===== config.mk =====
export PLATFORM = sky130hd
export DESIGN_NAME = urv_mem_arbiter
export DESIGN_NICKNAME = d
export VERILOG_FILES = /design/src/rtl/urv_mem_arbiter.sv
export SDC_FILE = /design/constraint.sdc
export NUM_CORES = 1
export LEC_CHECK = 0
export BUFFER_PORTS_ARGS = -buffer_cell sky130_fd_sc_hd__buf_2
export CAP_MARGIN = 20
export CORE_ASPECT_RATIO = 1.4
export CORE_MARGIN = 1
export CORE_UTILIZATION = 50
export DETAILED_ROUTE_END_ITERATION = 16
export GPL_ROUTABILITY_DRIVEN = 0
export PLACE_DENSITY = 0.8
export SYNTH_ARGS = -nofsm -noshare
export SYNTH_HDL_FRONTEND = slang
export SYNTH_SLANG_ARGS = --single-unit

===== constraint.sdc =====
create_clock -name clk_i -period 5.3 [get_ports clk_i]
set_clock_uncertainty 0.2 [all_clocks]
set_input_delay 0.53 -clock clk_i [delete_from_list [all_inputs] [get_ports clk_i]]
set_output_delay 0.53 -clock clk_i [all_outputs]
set_load 0.005 [all_outputs]

===== src/rtl/urv_mem_arbiter.sv =====
// Single-port memory arbiter for the uRV core: fetch and load/store share one bus.
// One transaction in flight at a time; stale fetch data can be discarded after a branch.
module urv_mem_arbiter #(
  parameter bit g_data_priority = 1'b0,
  parameter bit g_discard_stale = 1'b1
) (
  input  logic        clk_i,
  input  logic        rst_n_i,

  input  logic [31:0] im_addr_i,
  output logic [31:0] im_data_o,
  output logic        im_valid_o,

  input  logic [31:0] dm_addr_i,
  input  logic [31:0] dm_data_s_i,
  input  logic [3:0]  dm_data_select_i,
  input  logic        dm_load_i,
  input  logic        dm_store_i,
  output logic        dm_ready_o,
  output logic [31:0] dm_data_l_o,
  output logic        dm_load_done_o,
  output logic        dm_store_done_o,

  output logic [31:0] mem_addr_o,
  output logic [31:0] mem_wdata_o,
  output logic [3:0]  mem_we_o,
  output logic        mem_req_o,
  input  logic [31:0] mem_rdata_i,
  input  logic        mem_ack_i
);

  localparam logic [1:0] ST_IDLE  = 2'd0;
  localparam logic [1:0] ST_FETCH = 2'd1;
  localparam logic [1:0] ST_LOAD  = 2'd2;
  localparam logic [1:0] ST_STORE = 2'd3;

  localparam logic GRANT_FETCH = 1'b0;
  localparam logic GRANT_DATA  = 1'b1;

  logic [1:0]  state_q, state_d;
  logic        last_grant_q, last_grant_d;
  logic [31:0] f_addr_q, f_addr_d;
  logic        d_pend_q, d_pend_d;
  logic        d_store_q, d_store_d;
  logic [31:2] d_addr_q, d_addr_d;
  logic [31:0] d_wdata_q, d_wdata_d;
  logic [3:0]  d_sel_q, d_sel_d;
  logic [31:0] im_data_q, im_data_d;
  logic        im_valid_q, im_valid_d;
  logic [31:0] dm_data_l_q, dm_data_l_d;
  logic        ld_done_q, ld_done_d;
  logic        st_done_q, st_done_d;

  logic busy, arb_en, fetch_ack, load_ack, store_ack, data_done;
  logic data_cand, grant_data, dm_accept;

  // Byte offset of the data address never reaches the word-aligned bus.
  logic unused_addr_bits;
  assign unused_addr_bits = ^dm_addr_i[1:0];

  assign busy      = (state_q != ST_IDLE);
  assign arb_en    = !busy || mem_ack_i;
  assign fetch_ack = (state_q == ST_FETCH) && mem_ack_i;
  assign load_ack  = (state_q == ST_LOAD)  && mem_ack_i;
  assign store_ack = (state_q == ST_STORE) && mem_ack_i;
  assign data_done = load_ack || store_ack;

  // The data slot completing this cycle must not win the arbitration it ends in.
  assign data_cand  = d_pend_q && !data_done;
  assign grant_data = data_cand && (g_data_priority || (last_grant_q == GRANT_FETCH));
  assign dm_accept  = (dm_load_i || dm_store_i) && !d_pend_q;

  always_comb begin
    state_d      = state_q;
    last_grant_d = last_grant_q;
    f_addr_d     = f_addr_q;
    d_pend_d     = d_pend_q;
    d_store_d    = d_store_q;
    d_addr_d     = d_addr_q;
    d_wdata_d    = d_wdata_q;
    d_sel_d      = d_sel_q;
    im_data_d    = im_data_q;
    im_valid_d   = 1'b0;
    dm_data_l_d  = dm_data_l_q;
    ld_done_d    = 1'b0;
    st_done_d    = 1'b0;

    if (fetch_ack) begin
      im_data_d  = mem_rdata_i;
      im_valid_d = !g_discard_stale || (f_addr_q == im_addr_i);
    end
    if (load_ack) begin
      dm_data_l_d = mem_rdata_i;
      ld_done_d   = 1'b1;
    end
    if (store_ack) begin
      st_done_d = 1'b1;
    end
    if (data_done) begin
      d_pend_d = 1'b0;
    end

    if (dm_accept) begin
      d_pend_d  = 1'b1;
      d_store_d = dm_store_i;
      d_addr_d  = dm_addr_i[31:2];
      d_wdata_d = dm_data_s_i;
      d_sel_d   = dm_data_select_i;
    end

    if (arb_en) begin
      if (grant_data) begin
        state_d      = d_store_q ? ST_STORE : ST_LOAD;
        last_grant_d = GRANT_DATA;
      end else begin
        state_d      = ST_FETCH;
        f_addr_d     = im_addr_i;
        last_grant_d = GRANT_FETCH;
      end
    end
  end

  always_ff @(posedge clk_i or negedge rst_n_i) begin
    if (!rst_n_i) begin
      state_q      <= ST_IDLE;
      last_grant_q <= GRANT_DATA;
      f_addr_q     <= '0;
      d_pend_q     <= 1'b0;
      d_store_q    <= 1'b0;
      d_addr_q     <= '0;
      d_wdata_q    <= '0;
      d_sel_q      <= '0;
      im_data_q    <= '0;
      im_valid_q   <= 1'b0;
      dm_data_l_q  <= '0;
      ld_done_q    <= 1'b0;
      st_done_q    <= 1'b0;
    end else begin
      state_q      <= state_d;
      last_grant_q <= last_grant_d;
      f_addr_q     <= f_addr_d;
      d_pend_q     <= d_pend_d;
      d_store_q    <= d_store_d;
      d_addr_q     <= d_addr_d;
      d_wdata_q    <= d_wdata_d;
      d_sel_q      <= d_sel_d;
      im_data_q    <= im_data_d;
      im_valid_q   <= im_valid_d;
      dm_data_l_q  <= dm_data_l_d;
      ld_done_q    <= ld_done_d;
      st_done_q    <= st_done_d;
    end
  end

  always_comb begin
    mem_addr_o  = '0;
    mem_wdata_o = '0;
    mem_we_o    = '0;
    case (state_q)
      ST_FETCH: mem_addr_o = {f_addr_q[31:2], 2'b00};
      ST_LOAD:  mem_addr_o = {d_addr_q, 2'b00};
      ST_STORE: begin
        mem_addr_o  = {d_addr_q, 2'b00};
        mem_wdata_o = d_wdata_q;
        mem_we_o    = d_sel_q;
      end
      default: ;
    endcase
  end

  assign mem_req_o       = busy;
  assign dm_ready_o      = !d_pend_q;
  assign im_data_o       = im_data_q;
  assign im_valid_o      = im_valid_q;
  assign dm_data_l_o     = dm_data_l_q;
  assign dm_load_done_o  = ld_done_q;
  assign dm_store_done_o = st_done_q;

endmodule


# ---- Word-level counts from Yosys, hierarchy flattened
# Cells that the tools add are included.
dict set report totals {
  register_bits 170
  in_bits 137
  elab_cells 46
  output_inout_bits 137
}
dict set report op_classes {
  mux 11
  n_eq_ne 4
  reduce_logical 16
  n_bitwise 2
}
# op count
set ops {}
lappend ops {{$pmux W32 S2} 1}
lappend ops {{$eq A32 B32 Y1} 1}
lappend ops {{$mux W32} 1}
lappend ops {{$mux W1} 7}
lappend ops {{$logic_and A1 B1 Y1} 6}
lappend ops {{$eq A2 B2 Y1 const B} 2}
lappend ops {{$mux W4} 1}
lappend ops {{$reduce_bool A2 Y1} 2}
lappend ops {{$logic_not A1 Y1} 3}
lappend ops {{$logic_or A1 B1 Y1} 3}
lappend ops {{$eq A2 B1 Y1 const B} 1}
lappend ops {{$mux W2} 1}
lappend ops {{$not A1 Y1} 2}
lappend ops {{$reduce_and A2 Y1} 1}
lappend ops {{$reduce_or A2 Y1} 1}

# ---- Depth between registers and ports, before layout
dict set report depth {
  ltp_word 8
  ltp_mapped 6
  depth_no_buf 4
}

# ---- Worst setup path before layout
# OpenSTA, ideal clock, no wires.
dict set report synth_timing {
  kind {input to register}
  startpoint {input dm_store_i}
  endpoint {register d_addr_q[12] in the netlist's numbering}
  stages 4
  required_ns 4.975
  n_path_buf 2
  setup_ns 0.125
  arrival_time_ns 1.485
  slack_ns 3.491
  cell_sequence {o21ai_1 -> buf_2 -> buf_4 -> mux2_2}
}
dict set report synth_between {
  elab_chain_cells 2
}
# item line_no
set synth_lines {}
lappend synth_lines {{start, declared} 18} ;# input logic dm_store_i,
lappend synth_lines {{$logic_or A1 B1 Y1} 71} ;# assign dm_accept = (dm_load_i || dm_store_i) && !d_pend_q;
lappend synth_lines {{$logic_and A1 B1 Y1} 71}
lappend synth_lines {{end signal, assigned} 144} ;# d_addr_q <= d_addr_d;
lappend synth_lines {{end, declared} 45} ;# logic [31:2] d_addr_q, d_addr_d;
# Every way passes these cells.
# A chain may end at the register's enable or synchronous reset.

# ---- Worst setup path in the final report
dict set report layout_timing {
  startpoint {register state_q[1]}
  endpoint {output mem_addr_o[27]}
}
dict set report layout_between {
  elab_chain_cells 3
  word_cells_on_any_way 5
  cone_classes {3 x eq/ne; 1 x mux; 1 x reduce/logical}
}
# item line_no
set layout_lines {}
lappend layout_lines {{start, declared} 40} ;# logic [1:0] state_q, state_d;
lappend layout_lines {{start signal, assigned} 139} ;# state_q <= state_d;
lappend layout_lines {{$eq A2 B2 Y1} 159} ;# case (state_q)
lappend layout_lines {{$reduce_or A2 Y1 (no source line)} -}
lappend layout_lines {{$pmux W32 S2 (*)} 159}
lappend layout_lines {{end, declared} 24} ;# output logic [31:0] mem_addr_o,
# Mark *: on every way between the ends. The rest lies on a longest branch, timed or not.

==> flow_summary.yaml <==
outcome:
  outcome: "finished clean"
synthesis:
  synth_mux_area_frac: 0.269
  synth_top_family_by_area: "multiplexers"
  synth_cell_types: 33
  synthSimpleGateAreaFrac: 0.0718
  synth_compound_area_frac: 0.0270
  synth_xor_area_frac: 0.0368
  synth-seq-cells: 170
  yosysWarnings: 0
  avgSynthCellArea_um2: 13.9
  synth_area_um2: 7610
  seq_area_frac_synth: 0.559
  syn_inst: 547
  synth_fa_ha_area_frac: 0
min_path:
  min_path_cells: 2
  hold_end: "d_addr_q[4]"
  hold_start: "dm_addr_i[4]"
  worstHoldPathType: "input pin to flip-flop"
cts:
  cts_max_level: 4
  cts_tree: "built"
  root_buffer: "clkbuf_16"
  cts_num_sinks: 170
  cts_hold_buf: 1
  cts_max_path_buffers: 2
  cts_resized: 0
  numCtsBuffers: 17
  clkSlewWorstSetupHoldPaths_ns: 0.07
  worstSkewPairLatency_ns: 0.41
  post_cts_buffers: 0
cells_and_area:
  final_common_cell: "buf_2"
  layout_common_cells: "268 x buf_2, 167 x dfrtp_1, 107 x mux2_2"
  drive_above_1_share: 0.584
  ff_latch_area_um2: 4260
  final_nets: 943
  area_growth_pct: 26.8
  fillers: 1181
  multi_input_area_um2: 3100
routing:
  firstDrtPassIters: 4
  drt_wl_total_um: 17500
  vias: 5207
  drt_iter0_markers: 160
  drc_errors: 0
  viasPerCell: 5.15
  antenna_left: 0
  wl_per_cell_um: 17.3
worst_setup_path:
  crit_type: "flip-flop to output port"
  cp-startpoint: "state_q[1]"
  crit_path_top_delay_cell: "dfrtp_2"
  cp.buffers_inverters: 2
  rr_worst_depth: 6
  cp-end-kind: "output port"
  cp_top_family: "buffers and inverters"
  cp.arrival_ns: 2.38
  cpPeakStageDelay_ns: 0.66
  reg2reg_from: "state_q[0]"
  r2r_end: "f_addr_q[8]"
  crit_chain: "buf_4, nor2b_1, a22o_1, buf_2"
  critical_path_required_ns: 4.57
  critPathLaunchType: "flip-flop"
  reg2reg_slack_ns: 2.77
  worstPathMaxFanout: 68
placed_design:
  place.detailed.hpwl_um: 12400
  io_buffer_count: 269
timing:
  fin_crit_sh: 0.587
  grt_setup_unrepaired: "false"
  worst_pin_slew_ns: 0.670
  fin_crit_ns: 3.11
  setup_tns_ns: 0
  max_slew_margin: 0.553
  finalMaxSlewViolations: 0
  finalHoldViolCount: 0
  setup-violations-final: 0
  fmaxAchievable_mhz: 322
floorplan:
  ioPinCount: 274
  die_w_um: 106
  coreArea_um2: 14900
  start_util: 0.510
  die_area_um2: 15700
  die_h_um: 148
  rows: 53
grt:
  grt_pass1_vias: 5320
  grt_pass1_wl_um: 27100
  grt_overflow_total: 0
  grt_antenna_before_repair: 1
  globalRouteTotalUtil: 0.225
  grt_max_degree: 100
pwr:
  peakVddDrop_uv: 296
  p_leak_nw: 4.99
  finalPower_w: 0.00610
  power_density_nw_per_um2: 632
run:
  max_cap_viol_count: 0
[report_power, final]
part | total [W] | internal (W) | switching, W | leakage (nW)
clock network | 0.00122 | 0.000673 | 0.000544 | 0.275
registers | 0.00239 | 0.00196 | 0.000429 | 2.00
logic | 0.00250 | 0.00145 | 0.00104 | 2.72
total | 0.00610 | 0.00409 | 0.00201 | 4.99
[cells in the mapped netlist (all sizes together)]
| cell type | count | share of area |
|---|---|---|
| dfrtp | 169 | 0.56 |
| mux2 | 163 | 0.27 |
| nand2 | 50 | 0.025 |
| and3 | 37 | 0.030 |
| xor2 | 29 | 0.033 |
| buf | 25 | 0.028 |
| o21ai | 24 | 0.016 |
| clkbuf | 13 | 0.0064 |
| a22o | 7 | 0.0081 |
| nor4 | 7 | 0.0058 |
| inv | 3 | 0.0015 |
| nor2 | 3 | 0.0015 |
| xnor2 | 3 | 0.0035 |
| nand4 | 2 | 0.0016 |
| or2 | 2 | 0.0020 |
| a211o | 1 | 0.0012 |
| a21oi | 1 | 0.00066 |
| and2 | 1 | 0.00082 |
| conb | 1 | 0.00049 |
| dfstp | 1 | 0.0035 |
| nand3 | 1 | 0.00066 |
| nand3b | 1 | 0.0026 |
| nor2b | 1 | 0.00082 |
| nor3 | 1 | 0.00066 |
| o31a | 1 | 0.0013 |
[flip-flops by register name, summed over array words and instances, names as in the netlist]
register	flops
d_wdata_q	32
dm_load_done_o	1
f_addr_q	32
d_pend_q	1
d_store_q	1
dm_store_done_o	1
state_q	2
last_grant_q	1
d_addr_q	30
im_valid_o	1
dm_data_l_o	32
d_sel_q	4
im_data_o	32
[metal layers]
metal | track usage | part of all wire | routed length [um]
met5 | 0 | 0 | 0
met1 | 0.271 | 0.42 | 7260
met3 | 0.0547 | 0.070 | 1230
met4 | 0.0861 | 0.019 | 340
met2 | 0.386 | 0.50 | 8650
[how the worst max path moves through the flow]
| stage | end | slack, ns | cells after the start |
|---|---|---|---|
| 6_report | mem_addr_o[27] | 2.19 | 4 |
| 5_1_grt | mem_addr_o[30] | 2.04 | 4 |
| 4_1_cts | mem_addr_o[29] | 2.07 | 3 |
| 3_5_place_dp | dm_data_l_o[0] | 2.39 | 2 |
| 3_3_place_gp | d_wdata_q[9] | 2.39 | 4 |
| 2_1_floorplan | d_addr_q[12] | 3.49 | 4 |
[cell type report]
type | instances | share of cell area
clock buffers | 19 | 0.0459
clock inverters | 12 | 0.0134
flip-flops and latches | 170 | 0.441
well taps | 192 | 0.0249
diodes | 1 | 0.000259
inverters | 3 | 0.00117
repair buffers | 277 | 0.153
multi-input cells | 337 | 0.321
[per-stage QoR]
| step | hold slack, ns | worst slack [ns] | cells | instance area [um2] | util |
|---|---|---|---|---|---|
| after CTS | 0.113 | 2.07 | 1008 | 9600 | 0.644 |
| after global placement | 0.266 | 2.39 | 975 | 9000 | 0.603 |
| after global routing | 0.118 | 2.04 | 1010 | 9650 | 0.647 |
| final | 0.137 | 2.19 | 1011 | 9650 | 0.647 |
| after floorplan | 0.0344 | 3.49 | 548 | 7620 | - |
| after detailed placement | 0.269 | 2.39 | 976 | 9020 | 0.605 |
[cell families (layout without fill, tap and decap cells)]
kind of cell | Yosys count | in the layout
flops | 170 | 170
xor+xnor | 32 | 32
simple gates | 106 | 106
mux | 163 | 163
buf+inv | 41 | 311
other cells | 1 | 3
compound gates | 34 | 34
Power figures use the tool's default switching activity.
